===== config.mk =====
export PLATFORM = sky130hd
export DESIGN_NAME = apu_frame_sequencer
export DESIGN_NICKNAME = d
export VERILOG_FILES = /design/src/rtl/apu_pkg.sv /design/src/rtl/apu_step_strobe.sv /design/src/rtl/apu_frame_sequencer.sv
export SDC_FILE = /design/constraint.sdc
export NUM_CORES = 1
export LEC_CHECK = 0
export ABC_AREA = 1
export CAP_MARGIN = 40
export CORE_AREA = 4 4 41 43
export DETAILED_ROUTE_END_ITERATION = 10
export DIE_AREA = 0 0 45 47
export PLACE_DENSITY = 0.61
export REMOVE_ABC_BUFFERS = 1
export SLEW_MARGIN = 10
export SYNTH_ARGS = -nofsm -noshare
export SYNTH_HDL_FRONTEND = slang
export SYNTH_SLANG_ARGS = --single-unit
export TNS_END_PERCENT = 30

===== constraint.sdc =====
create_clock -name apuv_4mhz -period 1.2 [get_ports apuv_4mhz]
set_input_delay 0.24 -clock apuv_4mhz [delete_from_list [all_inputs] [get_ports apuv_4mhz]]
set_output_delay 0.24 -clock apuv_4mhz [all_outputs]
set_load 0.05 [all_outputs]

===== src/rtl/apu_pkg.sv =====
// Shared APU types and frame-sequencer decode masks.
package apu_pkg;

  typedef logic [2:0] apu_step_t;

  // Bit n of each mask is set when step n clocks that unit.
  localparam logic [7:0] APU_STEP_LEN_MASK   = 8'b01010101;
  localparam logic [7:0] APU_STEP_SWEEP_MASK = 8'b01000100;
  localparam logic [7:0] APU_STEP_ENV_MASK   = 8'b10000000;

endpackage


===== src/rtl/apu_step_strobe.sv =====
// Step strobe source: falling edge of the DIV tap, or the test-mode
// prescaler wrap when t1_nt2 is high.
module apu_step_strobe #(
  parameter int FAST_DIV = 16
) (
  input  logic apuv_4mhz,
  input  logic apu_reset,
  input  logic div_tap,
  input  logic t1_nt2,
  output logic adv
);

  localparam int            PW   = (FAST_DIV > 1) ? $clog2(FAST_DIV) : 1;
  localparam logic [PW-1:0] PMAX = PW'(FAST_DIV - 1);

  logic          div_q;
  logic [PW-1:0] presc_q, presc_d;

  // Tap history runs regardless of power or test mode, so an edge landing
  // on a mode switch is still seen once the tap path is selected again.
  always_ff @(posedge apuv_4mhz) begin
    if (apu_reset) div_q <= 1'b0;
    else           div_q <= div_tap;
  end

  // Prescaler restarts from zero whenever test mode is left.
  always_comb begin
    presc_d = '0;
    if (t1_nt2) presc_d = presc_q + 1'b1;
  end

  // Prescaler register.
  always_ff @(posedge apuv_4mhz) begin
    if (apu_reset) presc_q <= '0;
    else           presc_q <= presc_d;
  end

  assign adv = t1_nt2 ? (presc_q == PMAX) : (div_q & ~div_tap);

endmodule


===== src/rtl/apu_frame_sequencer.sv =====
// APU frame sequencer: 8-step counter driven by the step strobe, producing
// one-cycle length / sweep / envelope clocks for the channel blocks.
module apu_frame_sequencer
  import apu_pkg::*;
#(
  parameter int FAST_DIV = 16
) (
  input  logic       apuv_4mhz,
  input  logic       apu_reset,
  input  logic       apu_on,
  input  logic       div_tap,
  input  logic       t1_nt2,
  output logic [2:0] step,
  output logic       len_tick,
  output logic       sweep_tick,
  output logic       env_tick,
  output logic       len_skip
);

  logic      adv;
  apu_step_t step_q, step_d;
  logic      len_q, len_d;
  logic      sweep_q, sweep_d;
  logic      env_q, env_d;

  apu_step_strobe #(.FAST_DIV(FAST_DIV)) u_strobe (
    .apuv_4mhz (apuv_4mhz),
    .apu_reset (apu_reset),
    .div_tap   (div_tap),
    .t1_nt2    (t1_nt2),
    .adv       (adv)
  );

  // Next state: ticks decode the step being executed (old step value);
  // power-off parks the counter at 0 and suppresses every tick.
  always_comb begin
    step_d  = step_q;
    len_d   = 1'b0;
    sweep_d = 1'b0;
    env_d   = 1'b0;
    if (!apu_on) begin
      step_d = '0;
    end else if (adv) begin
      step_d  = step_q + 3'd1;
      len_d   = APU_STEP_LEN_MASK[step_q];
      sweep_d = APU_STEP_SWEEP_MASK[step_q];
      env_d   = APU_STEP_ENV_MASK[step_q];
    end
  end

  // Step counter and pulse registers; reset overrides any strobe.
  always_ff @(posedge apuv_4mhz) begin
    if (apu_reset) begin
      step_q  <= '0;
      len_q   <= 1'b0;
      sweep_q <= 1'b0;
      env_q   <= 1'b0;
    end else begin
      step_q  <= step_d;
      len_q   <= len_d;
      sweep_q <= sweep_d;
      env_q   <= env_d;
    end
  end

  assign step       = step_q;
  assign len_tick   = len_q;
  assign sweep_tick = sweep_q;
  assign env_tick   = env_q;
  assign len_skip   = step_q[0];

endmodule


==> results of run 1 <==
## how the worst min path moves through the flow
stage	startpoint	to	slack [ns]	cells past startpoint
after global routing	u_strobe.presc_q[0]	u_strobe.presc_q[0]	0.49	1
final	u_strobe.presc_q[0]	u_strobe.presc_q[0]	0.46	1
after floorplan	apu_reset	u_strobe.div_q	0.31	1
after global placement	u_strobe.presc_q[0]	u_strobe.presc_q[0]	0.43	1
after CTS	u_strobe.presc_q[0]	u_strobe.presc_q[0]	0.46	1
after detailed placement	u_strobe.presc_q[0]	u_strobe.presc_q[0]	0.44	1
## metal layers
layer,vias to the layer above,GRT usage,share of wire
met5,-,0,0
met4,0,0.1053,0.037
met3,4,0.03831,0.067
met2,11,0.1808,0.52
met1,177,0.1101,0.37
li1,204,-,-
## flip-flops by register name, summed over array words and instances (netlist names)
register,cells
len_tick,1
u_strobe.div_q,1
u_strobe.presc_q,4
step,3
env_tick,1
sweep_tick,1
## worst max-delay path, stage by stage (launching register included)
cell     delay (ns)
dfxtp_2        0.36
buf_4          0.15
buf_12         0.14
## final cells by class
type | count | area, um2 | area share
timing repair buffer | 14 | 202.7 | 0.2862
tap | 15 | 18.77 | 0.02650
clock inverter | 1 | 5.005 | 0.007067
clock buffer | 3 | 22.52 | 0.03180
multi-input combinational | 35 | 201.4 | 0.2845
sequential | 11 | 222.7 | 0.3145
inverter | 9 | 35.03 | 0.04947
## power by group
| part | switching [uW] | internal (uW) | leakage (uW) |
|---|---|---|---|
| registers | 4.59 | 371 | 0.0000902 |
| logic | 25.3 | 28.5 | 0.000220 |
| clock network | 147 | 124 | 0.0000177 |
## through the flow
step	instance area, um2	util
floorplan	454.2	-
global placement	675.6	0.5192
detailed placement	675.6	0.5192
CTS	705.7	0.5423
global route	708.2	0.5442
finish	708.2	0.5442
## repair_timing
item / 4_1_cts / 5_1_grt
setup endpoints to repair: 3 / 1
gates resized for setup: 2 / 1
cloned: 0 / 0
## kinds of logic after synthesis
logic type	share of synthesized area
flops	0.4770
buf+inv	0.09214
fa+ha+maj	0.08131
compound gates	0.03251
simple gates	0.2981
xor+xnor	0.01897
## cells in the final DEF (no fill, tap or decap), drive strengths merged
cell type      synthesis  routed
nor3                   1       1
clkdlybuf4s50          0       4
nand3                  5       5
nor2                   9       9
or2                    1       1
clkbuf                 0       3
nand2                 12      12
a21oi                  3       3
clkinv                 1       2
inv                    8       8
dfxtp                 11      11
ha                     3       3
xor2                   1       1
buf                    1      10
==> impl_metrics.ini, run 1 <==
[placement]
io_buffers = 11
gp_congestion = 0.7753
dp_slack_ns = -0.06198
placed_cells = 84
dp_hpwl_um = 684.2

[clock_tree]
cts_root_buf = clkbuf_4
cts_buffers = 3
post_cts_buffers = 0
cts_sinks = 11
max-clock-path-buffers = 2
cts_tree = built
hold_buffers = 0
clock_latency_ns = 0.28
cts_htree_levels = 1
clkTransAtPathRegs_ns = 0.08

[critical_path]
cp_max_fo = 4
critPathCaptureType = output pin
reg2reg_slack_ns = 0.13
crit_type = flip-flop to output pin
startpoint = step[0]
crit-reg2reg-launch = u_strobe.presc_q[0]
arrival_ns = 0.93
r2r_end = step[2]
critPathLaunchType = flip-flop
setup.worst_path.end = step[0]
r2r_cells = 7
crit_required_ns = 0.96

[route]
finalWirelength_um = 881
vias_per_cell = 4.500
ant_nets = 0
vias = 396
drtIter0Drc = 1
wl_per_cell_um = 10.01
route.detailed.drc = 0
drt_pre_antenna_iters = 4

[timing]
drv_slew = 0
finalWorstSetupSlack_ns = 0.03112
fmax_ghz = 0.8555
finalHoldViolations = 0
fin_tns_setup_ns = 0
clock_skew_ns = 0.001924
rsz0062_at_grt = false
finalSetupViolations = 0
fin_crit_ns = 1.169
slew_headroom = 0.8491
fin_crit_sh = 0.9741
worst_slew_pin_slew_ns = 0.2260
timing.hold.ws_ns = 0.4625

[yosys]
avgSynthCellArea_um2 = 8.245
synth_ff_type = dfxtp_1
ys_seq_area_frac = 0.4770
synth.largest_area_cell = dfxtp_1
synth_top_area_frac = 0.4770
ys_types = 16
syn_inst = 56
yosys_warnings = 0
syn_area_um2 = 461.7
synth_edf_count = 0
synthTopCellsByArea = dfxtp_1, ha_1, nand2_1, nor2_1, inv_1
async_flop_share = 0
yosys.cell_count.top_type = dfxtp_1
ys_ff_latch = 11
ys_top_cells_by_count = dfxtp_1, nand2_1, nor2_1, inv_1, nand3_1

[power]
power_density_nw_per_um2 = 988.7
total_power_uw = 700.2
p_leak_uw = 0.0003276
irDropWorstVdd_mv = 0.4813

[job]
drv_cap = 0

[floorplan]
fp-row-count = 13
die_w_um = 45
io-pin-count = 12
die_h_um = 47
core-area_um2 = 1301
die_area_um2 = 2115
start_util = 0.3548

[global_route]
grt-ovfl-total = 0
grt_pass1_wl_mm = 1.573
grt_util_all_layers = 0.1109
grt_pass1_vias = 390
antenna_found_initial = 0
grt_start_max_net_pins = 8

[cells_and_area]
fill_cells = 133
syn2layout_area_growth_pct = 53.39
fin_cells = 88
diodes = 0
layout-drive-gt1-share = 0.3151
fin_nets = 82

[status]
status = finished clean

[min_path]
hp-class = flip-flop to flip-flop
No activity file was read; power rests on OpenSTA's default activity.
==> run 2, diff against run 1 <==
Settings changed: CORE_AREA 4 4 41 43 to 2 2 39 41, DIE_AREA 0 0 45 47 to 0 0 41 43.
==> run 2 against run 1 <==
Routed wire length decreased by 17%. Global-route usage rose by 0.72 points. Largest power group unchanged. Total power is 2.9% lower. Sequential cell count did not move. Utilization is 3.2 points lower. Worst setup slack better by 0.040 ns. Sequential power barely moved. Critical endpoint unchanged. First-iteration DRC count grew to 10 times the previous value. Sequential share of layout area decreased by 0.055 points.
==> impl_metrics.ini, run 2 (synthesized netlist as in run 1, its figures left out) <==
[clock_tree]
cts_sinks = 11
post_cts_buffers = 0
max-clock-path-buffers = 2
cts_htree_levels = 1
cts_root_buf = clkbuf_4
cts_tree = built
cts_buffers = 3
clkTransAtPathRegs_ns = 0.07
clock_latency_ns = 0.26

[global_route]
antenna_found_initial = 0
gr-usage-met3 = 0.06283
grt_util_met2 = 0.1406
grt_start_max_net_pins = 7
use_met1 = 0.1377
grt_util_all_layers = 0.1182
grt_pass1_wl_mm = 1.290
busiest_layer = met2
grt-ovfl-total = 0
grt_pass1_vias = 325

[route]
wl_per_cell_um = 8.169
route.detailed.drc = 0
ant_nets = 0
vias_per_cell = 4.225
drt_pre_antenna_iters = 4
vias = 376
finalWirelength_um = 727
drtIter0Drc = 10

[floorplan]
start_util = 0.3336
core-area_um2 = 1384
die_h_um = 43
die_w_um = 41
fp-row-count = 14
die_area_um2 = 1763
io-pin-count = 12

[timing]
worst_slew_pin_slew_ns = 0.2121
fin_crit_ns = 1.129
drv_slew = 0
finalWorstSetupSlack_ns = 0.07114
finalHoldViolations = 0
fin_crit_sh = 0.9407
finalSetupViolations = 0
fmax_ghz = 0.8858
rsz0062_at_grt = false
slew_headroom = 0.8584
clock_skew_ns = 0.001085

[critical_path]
cp_max_fo = 4
crit_path_cell_trace = buf_6 -> buf_12
arrival_ns = 0.89
crit_required_ns = 0.96
cp_slowest_cell = dfxtp_2
crit-reg2reg-launch = u_strobe.presc_q[0]
startpoint = step[0]
slowest_delay_ns = 0.36
crit_type = flip-flop to output pin
critPathCaptureType = output pin
critPathLaunchType = flip-flop

[cells_and_area]
layout_common_cells = nand2_1, nor2_1, dfxtp_1
syn2layout_area_growth_pct = 53.66
diodes = 0
largest_reg_flops = 4
top_register = u_strobe.presc_q
fin_area_um2 = 709.4
layout-drive-gt1-share = 0.2877
fin_nets = 82

[power]
p_leak_uw = 0.0003283
irDropWorstVdd_mv = 0.4207
power_density_nw_per_um2 = 958.4

[status]
status = finished clean

[job]
drv_cap = 0

[min_path]
hp-class = flip-flop to flip-flop
min_from = u_strobe.presc_q[0]

[placement]
dp_slack_ns = -0.07502
place_area_um2 = 676.9
io_buffers = 11
dp_hpwl_um = 598.9
gp_congestion = 0.6381
## run 2: routing by layer
metal | up-vias | routed length [um] | share of wire
met3 | 2 | 34 | 0.047
li1 | 202 | - | -
met1 | 163 | 323 | 0.44
met5 | - | 0 | 0
met2 | 9 | 346 | 0.48
met4 | 0 | 22 | 0.030
## run 2: area by class of cell
class | count | area [um2]
Fill cell | 136 | 674.4
Sequential cell | 11 | 222.7
Timing Repair Buffer | 14 | 206.4
Multi-Input combinational cell | 35 | 198.9
Inverter | 9 | 35.03
Clock buffer | 4 | 26.28
Tap cell | 16 | 20.02
## run 2: worst max-delay path: cells and delay by family, from the launching register on
kind / cells / cell delay (ns)
DFF: 1 / 0.36
buffers and inverters: 2 / 0.26
## run 2: path summary, 6_finish.rpt
kind | to | cells after the start | slack [ns]
min reg2reg | u_strobe.presc_q[0] | 1 | 0.45
max | step[0] | 2 | 0.07
max reg2reg | step[1] | 8 | 0.13
min | u_strobe.presc_q[0] | 1 | 0.45
## run 2: per-stage QoR
step	std cells	utilization	TNS [ns]	hold WS [ns]	total power [uW]
final	89	0.5127	0	0.4517	680.0
after global placement	85	0.4892	-0.1622	0.4338	437.1
after floorplan	55	-	-1.690	0.3124	408.3
after global routing	89	0.5127	0	0.4758	715.1
after CTS	89	0.5081	0	0.4608	686.3
after detailed placement	85	0.4892	-0.2539	0.4442	438.6
## run 2: report_power, final
group / internal (uW) / switching (uW) / total [uW]
logic: 28.6 / 25.6 / 54.2
clock network: 129 / 121 / 250
registers: 371 / 4.34 / 376
## run 2: what timing repair did
action / CTS / global route
setup endpoints to repair: 0 / 3
hold buffers: 0 / 0
gates resized for setup: 0 / 3
==> run 3, diff against run 2 <==
Settings changed: HOLD_SLACK_MARGIN from default to 0.08, SKIP_CTS_REPAIR_TIMING from default to 1.
==> results of run 3 <==
Final layout, timing and power as in run 2 (identical DEF).
==> edit: new RTL, config.mk and constraints of run 2 <==
`FAST_DIV` is set to 16 in 2 places; all go to 8.
--- a/src/rtl/apu_step_strobe.sv
+++ b/src/rtl/apu_step_strobe.sv
@@ -2,5 +2,5 @@
 // prescaler wrap when t1_nt2 is high.
 module apu_step_strobe #(
-  parameter int FAST_DIV = 16
+  parameter int FAST_DIV = 8
 ) (
   input  logic apuv_4mhz,
--- a/src/rtl/apu_frame_sequencer.sv
+++ b/src/rtl/apu_frame_sequencer.sv
@@ -4,5 +4,5 @@
   import apu_pkg::*;
 #(
-  parameter int FAST_DIV = 16
+  parameter int FAST_DIV = 8
 ) (
   input  logic       apuv_4mhz,
Function: changed (Yosys sat finds a counterexample within 10 cycles, from zero or initial values and one cycle with apu_reset high).
==> edit against run 2 <==
Sequential cell count is 1 lower. Final cell count shrank 7.9%. Via count decreased by 15%. Area after synthesis shrank 6.5%. Total power rose by 3.7%. Routed wire length decreased by 15%. Worst setup slack lost 20 ps. Design area is 1.9% lower. Critical endpoint unchanged. Highest routed layer unchanged.
==> edit: results (changes against run 2) <==
| Metric | Value |
|---|---|
| Outcome | `finished, final reports clean` |
| Post-synthesis cell type count | `17 (+1)` |
| First-pass GRT wire length | `1110 um (-14%)` |
| Final net count | `76 (-7.3%)` |
| Drt first pass iters | `3 (-1)` |
| Vias in the first global route | `288 (-11%)` |
| Final non-filler cell total | `82 (-7.9%)` |
| Placed insts | `78 (-8.2%)` |
| Reg2Reg Depth | `6 (-2)` |
| Worst flop-to-flop path endpoint | `step[0]` |
| Leak | `0.309 nW (-5.8%)` |
| DPL Wire Length | `502 um (-16%)` |
| Filler cells | `135 (-0.74%)` |
| Arr. time, crit path | `910 ps (+20 ps)` |
| Share of layout cells above drive strength 1 | `0.394 (+0.106)` |
| Crit path capture | `step[0]` |
| Hold Crit Class | `reg -> reg` |
| Clock skew | `7.02 ps (+5.93 ps)` |
| Final Wtd Congestion | `0.806 (+26%)` |
| Reg-to-reg slack, setup | `90 ps (-40 ps)` |
| Slew margin rel. | `0.844 (-0.0140)` |
| Commonest cells in the netlist | `10 x dfxtp_1, 8 x inv_1` |
| H-tree depth | `1 (unchanged)` |
| Initial drt markers | `9 (-1)` |
| Dpl cell area | `654 um2 (-3.3%)` |
| Total GRT Usage | `0.100 (-0.0181)` |
| Max IR drop VDD | `455 uV (+8.2%)` |
| Sequential area share after synthesis | `0.464 (-0.0132)` |
| Routed WL | `618 um (-15%)` |
| Crit. End Element | `output pin` |
| Synth area leaders | `dfxtp_1 46%, ha_1 12%, inv_1 7.0%` |
| Via count | `321 (-15%)` |
| Post-Syn Instances | `48 (-14%)` |
## edit: logic make-up (layout without fill, tap and decap cells)
group,Yosys count,in the layout,share of synthesized area
DFF,10,10,0.464
and+or+nand+nor,19,19,0.261
AOI/OAI and AO/OA,3,3,0.0348
buffers and inverters,11,29,0.104
xor gates and xnor gates,1,1,0.0203
adders and majority gates,4,4,0.116
## edit: final cells by class
| cell class | instances | area [um2] | share of cell area |
|---|---|---|---|
| repair buffers | 15 | 210 | 0.302 |
| flip-flops and latches | 10 | 203 | 0.291 |
| multi-input cells | 27 | 189 | 0.272 |
| inverters | 10 | 37.5 | 0.0540 |
| clock buffers | 4 | 36.3 | 0.0522 |
| well taps | 16 | 20.0 | 0.0288 |
## edit: worst min-delay path by stage
stage                        startpoint                   to  slack [ps]  cells past startpoint
floorplan                     apu_reset       u_strobe.div_q         310                      1
global placement    u_strobe.presc_q[0]  u_strobe.presc_q[0]         420                      1
detailed placement  u_strobe.presc_q[0]  u_strobe.presc_q[0]         420                      1
CTS                 u_strobe.presc_q[0]  u_strobe.presc_q[0]         440                      1
global route        u_strobe.presc_q[0]  u_strobe.presc_q[0]         420                      1
finish              u_strobe.presc_q[0]  u_strobe.presc_q[0]         410                      1
## edit: power by group
group	internal (mW)	leakage, nW	switching (mW)	total (mW)
Combinational	0.0301	0.206	0.0251	0.0552
Clock	0.184	0.0210	0.123	0.308
Sequential	0.338	0.0820	0.00387	0.342
## edit: worst max-delay path, cell delays in order (launching register included)
cell,delay [ps]
dfxtp_2,360
buf_4,150
buf_12,130
## edit: repair_timing
item | in CTS | in global routing
gates resized for setup | 1 | 2
endpoints found under the setup margin | 2 | 1
pin swaps | 0 | 1
setup buffers | 0 | 0
## edit: metal layers
metal | track usage | share of wire
met3 | 0.0314 | 0.097
met4 | 0.100 | 0.040
met2 | 0.125 | 0.40
met5 | 0 | 0
met1 | 0.125 | 0.46
## edit: stage by stage
step           total power [mW]  worst slack [ps]
5_1_grt                   0.736              20.1
4_1_cts                   0.710              44.6
3_5_place_dp              0.405             -35.3
6_report                  0.705              50.9
2_1_floorplan             0.375              -469
3_3_place_gp              0.404             -32.2
